[src/rtl/fir_wb_pkg.sv]
// fir_wb_pkg: shared Wishbone offsets, status bit positions, FSM states and byte-lane helper
package fir_wb_pkg;
    localparam logic [7:0] ADDR_X_IN       = 8'h80;
    localparam logic [7:0] ADDR_SIN_STATUS = 8'h88;
    localparam int ST_EMPTY   = 0;
    localparam int ST_FULL    = 1;
    localparam int ST_OCC_LSB = 2;
    localparam int ST_LAST    = 5;
    localparam int ST_CNT_LSB = 16;

    typedef enum logic [1:0] {IDLE, WAIT_SPACE, ACK} wb_state_t;

    function automatic logic [31:0] lane_mask(input logic [3:0] sel);
        for (int i = 0; i < 4; i++) lane_mask[i*8 +: 8] = {8{sel[i]}};
    endfunction
endpackage

[src/rtl/sync_fifo.sv]
// sync_fifo: single-clock FIFO with registered storage
//   clk, rst_n     : clock, asynchronous active-low reset
//   push, din      : write request and data (ignored when full)
//   pop, dout      : read request (ignored when empty) and head entry
//   empty, full    : status flags
//   occupancy      : number of stored entries, 0..DEPTH
module sync_fifo #(
    parameter int W     = 33,
    parameter int DEPTH = 4,
    parameter int AW    = $clog2(DEPTH)
) (
    input  logic          clk,
    input  logic          rst_n,
    input  logic          push,
    input  logic          pop,
    input  logic [W-1:0]  din,
    output logic [W-1:0]  dout,
    output logic          empty,
    output logic          full,
    output logic [AW:0]   occupancy
);
    logic [W-1:0] mem [DEPTH];
    logic [AW:0]  wp, rp;

    // the extra pointer MSB separates full (MSBs differ) from empty (equal)
    assign occupancy = wp - rp;
    assign empty     = wp == rp;
    assign full      = occupancy == (AW+1)'(DEPTH);
    assign dout      = mem[rp[AW-1:0]];

    always_ff @(posedge clk or negedge rst_n) begin
        if (!rst_n) begin
            wp <= '0;
            rp <= '0;
            for (int i = 0; i < DEPTH; i++) mem[i] <= '0;
        end else begin
            if (push && !full) begin
                mem[wp[AW-1:0]] <= din;
                wp              <= wp + 1'b1;
            end
            if (pop && !empty) rp <= rp + 1'b1;
        end
    end
endmodule

[src/rtl/wb_axis_in_fifo.sv]
// wb_axis_in_fifo: Wishbone slave feeding the FIR X[n] AXI-Stream input through a small FIFO
//   axis_clk, axis_rst_n : clock, asynchronous active-low reset
//   wbs_*                : Wishbone slave (0x80 write X[n], 0x88 read status)
//   data_length          : samples per frame; 0 disables tlast
//   ap_start             : pulse restarting the frame counter
//   ss_tvalid/tdata/tlast/tready : stream to the FIR
module wb_axis_in_fifo
    import fir_wb_pkg::*;
#(
    parameter int pDATA_WIDTH = 32,
    parameter int FIFO_DEPTH  = 4,
    parameter int CNT_WIDTH   = 32
) (
    input  logic                   axis_clk,
    input  logic                   axis_rst_n,
    input  logic                   wbs_stb_i,
    input  logic                   wbs_cyc_i,
    input  logic                   wbs_we_i,
    input  logic [3:0]             wbs_sel_i,
    input  logic [31:0]            wbs_dat_i,
    input  logic [31:0]            wbs_adr_i,
    output logic                   wbs_ack_o,
    output logic [31:0]            wbs_dat_o,
    input  logic [CNT_WIDTH-1:0]   data_length,
    input  logic                   ap_start,
    output logic                   ss_tvalid,
    output logic [pDATA_WIDTH-1:0] ss_tdata,
    output logic                   ss_tlast,
    input  logic                   ss_tready
);
    localparam int OW = $clog2(FIFO_DEPTH) + 1;

    wb_state_t              state, state_nxt;
    logic                   req, x_wr, go_ack, wr_pend, tag, last_sticky;
    logic                   empty, full, pop;
    logic [OW-1:0]          occ;
    logic [CNT_WIDTH-1:0]   push_cnt;
    logic [pDATA_WIDTH-1:0] wdata;
    logic [pDATA_WIDTH:0]   head;
    logic [31:0]            status;
    logic                   unused_ok;

    assign unused_ok = &{1'b0, wbs_adr_i[31:8]};
    assign req       = wbs_cyc_i & wbs_stb_i & ~wbs_ack_o;
    assign x_wr      = wbs_we_i & (wbs_adr_i[7:0] == ADDR_X_IN);
    assign wbs_ack_o = state == ACK;
    assign pop       = ss_tvalid & ss_tready;
    assign ss_tvalid = ~empty;
    assign ss_tlast  = head[pDATA_WIDTH];
    assign ss_tdata  = head[pDATA_WIDTH-1:0];
    assign tag       = (data_length != '0) && (push_cnt == data_length - 1'b1);

    always_comb begin
        status                       = '0;
        status[ST_EMPTY]             = empty;
        status[ST_FULL]              = full;
        status[ST_OCC_LSB +: 3]      = 3'(occ);
        status[ST_LAST]              = last_sticky;
        status[ST_CNT_LSB +: 16]     = 16'(push_cnt);
    end

    always_comb begin
        state_nxt = state;
        go_ack    = 1'b0;
        case (state)
            IDLE:
                if (req) begin
                    if (x_wr && full) state_nxt = WAIT_SPACE;
                    else begin
                        state_nxt = ACK;
                        go_ack    = 1'b1;
                    end
                end
            WAIT_SPACE:
                if (!(wbs_cyc_i && wbs_stb_i)) state_nxt = IDLE;
                else if (!full) begin
                    state_nxt = ACK;
                    go_ack    = 1'b1;
                end
            default: state_nxt = IDLE;
        endcase
    end

    always_ff @(posedge axis_clk or negedge axis_rst_n) begin
        if (!axis_rst_n) state <= IDLE;
        else             state <= state_nxt;
    end

    // Data is latched when the ack is scheduled and pushed on the edge that ends the ack
    // cycle, so the stream never sees a combinational path from the bus.
    always_ff @(posedge axis_clk or negedge axis_rst_n) begin
        if (!axis_rst_n) begin
            wr_pend   <= 1'b0;
            wdata     <= '0;
            wbs_dat_o <= '0;
        end else begin
            wr_pend   <= go_ack & x_wr;
            wbs_dat_o <= (go_ack && !wbs_we_i && wbs_adr_i[7:0] == ADDR_SIN_STATUS) ? status : '0;
            if (go_ack) wdata <= pDATA_WIDTH'(wbs_dat_i & lane_mask(wbs_sel_i));
        end
    end

    // ap_start wins over a simultaneous push; the push still tags with the old count
    always_ff @(posedge axis_clk or negedge axis_rst_n) begin
        if (!axis_rst_n) begin
            push_cnt    <= '0;
            last_sticky <= 1'b0;
        end else if (ap_start) begin
            push_cnt    <= '0;
            last_sticky <= 1'b0;
        end else if (wr_pend) begin
            push_cnt    <= tag ? '0 : push_cnt + 1'b1;
            last_sticky <= last_sticky | tag;
        end
    end

    sync_fifo #(.W(pDATA_WIDTH + 1), .DEPTH(FIFO_DEPTH)) u_fifo (
        .clk       (axis_clk),
        .rst_n     (axis_rst_n),
        .push      (wr_pend),
        .pop       (pop),
        .din       ({tag, wdata}),
        .dout      (head),
        .empty     (empty),
        .full      (full),
        .occupancy (occ)
    );
endmodule

[config.mk]
export PLATFORM = sky130hd
export DESIGN_NAME = wb_axis_in_fifo
export DESIGN_NICKNAME = d
export VERILOG_FILES = /design/src/rtl/fir_wb_pkg.sv /design/src/rtl/sync_fifo.sv /design/src/rtl/wb_axis_in_fifo.sv
export SDC_FILE = /design/constraint.sdc
export NUM_CORES = 1
export LEC_CHECK = 0
export BUFFER_PORTS_ARGS = -buffer_cell sky130_fd_sc_hd__buf_2
export CORE_UTILIZATION = 40
export DETAILED_ROUTE_END_ITERATION = 8
export GPL_ROUTABILITY_DRIVEN = 0
export PLACE_DENSITY = 0.65
export SLEW_MARGIN = 20
export SYNTH_ARGS = -nofsm -noshare
export SYNTH_HDL_FRONTEND = slang
export SYNTH_SLANG_ARGS = --single-unit
[constraint.sdc]
create_clock -name axis_clk -period 3.2 [get_ports axis_clk]
set_input_delay 0.64 -clock axis_clk [delete_from_list [all_inputs] [get_ports axis_clk]]
set_output_delay 0.64 -clock axis_clk [all_outputs]
set_load 0.02 [all_outputs]
# After elaboration in Yosys (flattened, before gate mapping)
# Index checks and enable logic that the tools add are counted.
# totals
ramBits,0
latchBits,0
inputBits,107
mem_bits_ro,0
memories,0
elab_cells,77
output_inout_bits,67
register_bits,238
# op_classes
add_sub_neg,5
div_mod_pow,0
order_cmp,3
mul,0
bitwise_logic,11
eq_ne,9
shifts,0
n_reduce_logical,15
muxes,22
# ops
operator,count
bitwise mux 132 bit,1
two-way mux 32 bit,4
two-way mux 33 bit,3
binary-select mux 33 bit (select 2 bit),1
demux 33 bit (select 2 bit),1
"adder 32 x 1 -> 32 bit, second input constant",1
bitwise AND 32 bit,1
equality test 32 bit,1
nonzero test 32 bit,1
"subtractor 32 x 1 -> 32 bit, second input constant",1
"equality test 8 bit, second input constant",2
logical AND 1 bit,8
two-way mux 2 bit,4
"adder 3 x 1 -> 3 bit, second input constant",2
">= comparator 3 bit, second input constant",2
two-way mux 1 bit,6
inverter 2 -> 3 bit,2
bitwise AND 1 bit,5
case mux 2 bit (2 select lines),1
equality test 3 bit,1
"equality test 3 bit, second input constant",1
logical NOT 1 bit,3
"less-than comparator 3 x 1 -> 1 bit, second input constant",1
"inequality test 3 bit, second input constant",1
other kinds (10),11

# Logic depth before layout (Yosys ltp)
# logic_depth
ltp_word,9
depth_mapped,12

# By module
# Synthesis repeated with hierarchy kept, for this count alone.
# hier_totals
cells_unflattened,893
area_unflattened_um2,11518.5
# by_module_without_submodules
mod,cells_per_inst,seq_area_each_um2,instances,area_per_inst_um2
sync_fifo,362,3453.3,1,6615.1
wb_axis_in_fifo,531,2252.2,1,4903.5

# Least setup slack after synthesis
# OpenSTA, ideal clock, no wires.
# synth_timing
path_kind,input port to flip-flop
start,in data_length[8]
end,reg push_cnt[26]
setup_time_ns,0.126
required_ns,3.074
path_buffers,2
stages,10
arrival_time_ns,3.317
slack_ns,-0.243
path_cell_list,buf_2 > nor4_2 > nand4_2 > or3_1 > a2111oi_4 > nand4_1 > nor4_4 > nor2_4 > buf_6 > a221o_1
# synth_between
elab_chain_cells,6
elab_cells_between_ends,7
cone_classes,add/sub: 1; eq/ne: 1; mux: 3; reduce/logical: 2
# synth_lines
item,line_no,source
start: declaration,wb_axis_in_fifo.sv:24,"input logic [CNT_WIDTH-1:0] data_length,"
subtractor 32 x 1 -> 32 bit,wb_axis_in_fifo.sv:51,assign tag = (data_length != '0) && (push_cnt == data_length - 1'b1);
equality test 32 bit,wb_axis_in_fifo.sv:51,
logical AND 1 bit *,wb_axis_in_fifo.sv:51,
two-way mux 32 bit *,wb_axis_in_fifo.sv:112,push_cnt <= tag ? '0 : push_cnt + 1'b1;
two-way mux 32 bit *,wb_axis_in_fifo.sv:111,end else if (wr_pend) begin
two-way mux 32 bit *,wb_axis_in_fifo.sv:108,end else if (ap_start) begin
end signal: assignment,wb_axis_in_fifo.sv:112,
end: declaration,wb_axis_in_fifo.sv:37,logic [CNT_WIDTH-1:0] push_cnt;
# Mark *: on every way between the ends. The rest lies on a longest branch, timed or not. The select of a mux whose other input is x is not followed.
# A chain may end at the register's enable or synchronous reset.

# Final worst setup path
# layout_timing
start,in data_length[0]
end,reg push_cnt[31]
# Same word-level chain as after synthesis.

==> impl_metrics.py <==
metrics = {
    "critical_path": {
        "crit_chain": "buf_2, inv_2, ha_4, nor4b_4, nand4_1, buf_4, or4b_1, nand3_1, nand4_1, nor4_4, buf_4, nor2_4, a221o_2",
        "cp-start-kind": "input port",
        "critical_path_required_ns": 3.61,
        "criticalPathCategory": "in -> reg",
        "cp-end-kind": "flop",
        "path_buf_inv": 4,
        "crit_arrival_ns": 3.53,
        "cpMaxStageDelayCell": "or4b_1",
        "crit_path_max_incr_delay_ns": 0.51,
        "critical-path-top-delay-family": "simple AND/OR/NAND/NOR gates",
        "cp_max_fo": 26,
    },
    "synthesis": {
        "synthFlopType": "dfrtp_1",
        "synth.top_cell.area_share_pct": 49.20,
        "yosys.area.top_type": "dfrtp_1",
        "ys_types": 76,
        "synthArstFlopShare_pct": 100.0,
        "ys_ff_latch": 228,
        "syn_area_um2": 11600,
        "yosysMostFrequentCell": "dfrtp_1",
        "seq_area_frac_synth_pct": 49.20,
        "synth_area_leaders": "dfrtp_1 49%, mux2_2 13%, mux4_2 6.4%",
        "synth_edf_count": 0,
        "synth_common_cells": "228 x dfrtp_1, 129 x mux2_2, 109 x nand2_1",
        "avgSynthCellArea_um2": 11.64,
        "syn_inst": 996,
        "yosys_warnings": 0,
    },
    "clocking": {
        "clk_latency_ns": 0.54,
        "cts_tree": "built",
        "cts_buffer_depth": 3,
        "cts_hold_buf": 0,
        "cts-buffers-inserted": 25,
        "htree_levels": 1,
        "cts.sinks": 228,
        "cts_root_buffer": "clkbuf_16",
        "clkTransAtPathRegs_ns": 0.06,
    },
    "power": {
        "finalPower_w": 0.006975,
        "p_leak_nw": 6.814,
        "powerDensity_nw_per_um2": 493.5,
        "ir_drop_v": 0.0004284,
        "p_clk_share_pct": 43.1,
        "switching_power_w": 0.001827,
        "seqPwrFrac_pct": 43.5,
        "power_frac_comb_pct": 13.4,
        "p_sw_share_pct": 26.19,
        "p_int_w": 0.005148,
    },
    "final_layout": {
        "postLayoutCellArea_um2": 14130,
        "nets": 1298,
        "fin_util_pct": 50.19,
        "fin_cells": 1579,
        "areaGrowthSynthToFinish_pct": 21.88,
        "layout-drive-gt1-share_pct": 40.50,
        "fillerInstances": 2551,
    },
    "flow_run": {
        "maxCapViolCount": 0,
    },
    "timing": {
        "rsz0062_at_grt": "yes",
        "slew_violations": 0,
        "hold_viol": 0,
        "tightest_slew_ns": 0.7441,
        "min_period_over_period_pct": 97.58,
        "setup_viol": 0,
        "finalSetupTns_ns": 0,
        "max_freq_mhz": 320.3,
        "post-route-min-period_ns": 3.123,
        "finClkSkew_ns": 0.02712,
        "max_slew_margin_pct": 50.39,
    },
    "routing": {
        "drcViolationCount": 0,
        "viasPerCell": 5.378,
        "initialDrtViolationCount": 376,
        "antenna_left": 0,
        "drt_wl_total_mm": 27.65,
        "wl_per_cell_um": 17.51,
        "dr_total_vias": 8492,
        "drt_pass1_iterations": 5,
    },
    "die": {
        "dieArea_um2": 29680,
        "die_w_um": 172.3,
        "initial_core_util_pct": 41.18,
        "fp-row-count": 61,
        "die_h_um": 172.3,
        "pin_count": 174,
        "design.core.area_um2": 28160,
    },
    "status": {
        "status": "completed",
    },
    "global_route": {
        "grt_pass1_vias": 8601,
        "grt_max_degree": 85,
        "grt_overflow": 0,
        "grt_pass1_wl_mm": 45.08,
        "antenna_found_initial": 3,
        "grt_usage_pct": 19.49,
    },
    "hold_path": {
        "hold_path.class": "in -> async",
    },
    "placement": {
        "hpwl_mm": 18.61,
        "post_dp_cell_area_um2": 13210,
        "port_buffers": 139,
        "placed_cells": 1530,
    },
}
-- placed cells by master (no fill, tap or decap), types with 23 or more instances in the layout --
| master | Yosys | final |
|---|---|---|
| mux4_2 | 33 | 33 |
| o21ai_0 | 49 | 49 |
| buf_2 | 4 | 138 |
| clkbuf_16 | 0 | 25 |
| dfrtp_1 | 228 | 227 |
| nand2_1 | 109 | 108 |
| mux2_2 | 129 | 129 |
| buf_4 | 11 | 77 |
| nor3_1 | 37 | 33 |
| and2_1 | 23 | 23 |
| nor2_1 | 37 | 37 |
-- cell type report --
class | count | area, um^2 | share of cell area [%]
sequential | 228 | 5707 | 40.37
multi-input combinational | 685 | 5603 | 39.64
clock inverter | 10 | 115.1 | 0.8144
tap | 378 | 473.0 | 3.346
antenna | 1 | 2.502 | 0.01770
inverter | 18 | 67.56 | 0.4780
clock buffer | 36 | 757.0 | 5.355
timing repair buffer | 223 | 1410 | 9.976
-- registers in the layout, indices dropped and copies added (netlist names) --
register and cells:
wbs_dat_o 22, push_cnt 32, u_fifo.rp 3, wr_pend 1, state 2, u_fifo.wp 3, wdata 32, u_fifo.mem 132
last_sticky 1
-- through the flow --
stage / hold slack (ns) / setup slack, ns
6_report: 0.08616 / 0.07744
5_1_grt: 0.1296 / -0.006157
4_1_cts: 0.09901 / 0.06566
3_5_place_dp: 0.4529 / -0.4807
3_3_place_gp: 0.4285 / -0.4494
2_1_floorplan: 0.3444 / -0.05446
-- power groups by stage --
stage	Clock, W	Combinational [W]	Sequential (W)
2_1_floorplan	0	0.000619	0.00306
3_3_place_gp	0	0.000949	0.00308
3_5_place_dp	0	0.000967	0.00309
4_1_cts	0.00308	0.000971	0.00304
5_1_grt	0.00319	0.00105	0.00305
6_report	0.00300	0.000935	0.00304
-- per-layer routing --
| metal | wire length (um) | GRT usage [%] | up-vias |
|---|---|---|---|
| met5 | 0 | 0 | - |
| met4 | 553 | 4.502 | 0 |
| met3 | 1570 | 3.731 | 42 |
| met2 | 13320 | 33.35 | 198 |
| met1 | 12210 | 25.49 | 4266 |
| li1 | - | - | 3986 |
-- worst register-to-register path: stages (launching register included) --
cell,delay (ns)
dfrtp_1,0.39
buf_4,0.16
nand3_1,0.18
nor4_2,0.31
buf_4,0.19
and4_1,0.29
nand4_1,0.23
or3_1,0.46
or3_1,0.33
a211oi_1,0.25
a21o_1,0.11
-- final timing paths --
path / from / endpoint / slack [ns] / depth (start not counted)
setup / recovery: data_length[0] / push_cnt[31] / 0.08 / 13
min in group axis_clk: ap_start / last_sticky / 0.33 / 2
max in group asynchronous: axis_rst_n / u_fifo.rp[0] / 2.25 / 2
setup reg to reg: push_cnt[0] / push_cnt[29] / 0.24 / 10
hold / removal: axis_rst_n / u_fifo.mem[80] / 0.09 / 1
hold reg to reg: state[1] / state[0] / 0.45 / 1
-- repair_timing --
item,4_1_cts,5_1_grt
resized for setup,0,8
hold endpoints to repair,0,0
setup endpoints to repair,0,31
setup buffers,0,2
-- cells by family (layout without fill, tap and decap cells) --
family          after synthesis  count (layout)  synth area share (%)
mux                         168             168                 19.45
compound gates              128             128                 8.081
other cells                   1              11               0.03233
simple gates                330             330                 15.18
buf+inv                      92             287                 3.970
fa+ha+maj                    10              10                 1.144
xor+xnor                     39              39                 2.945
flops                       228             228                 49.20
(Power assumes the default switching activity.)
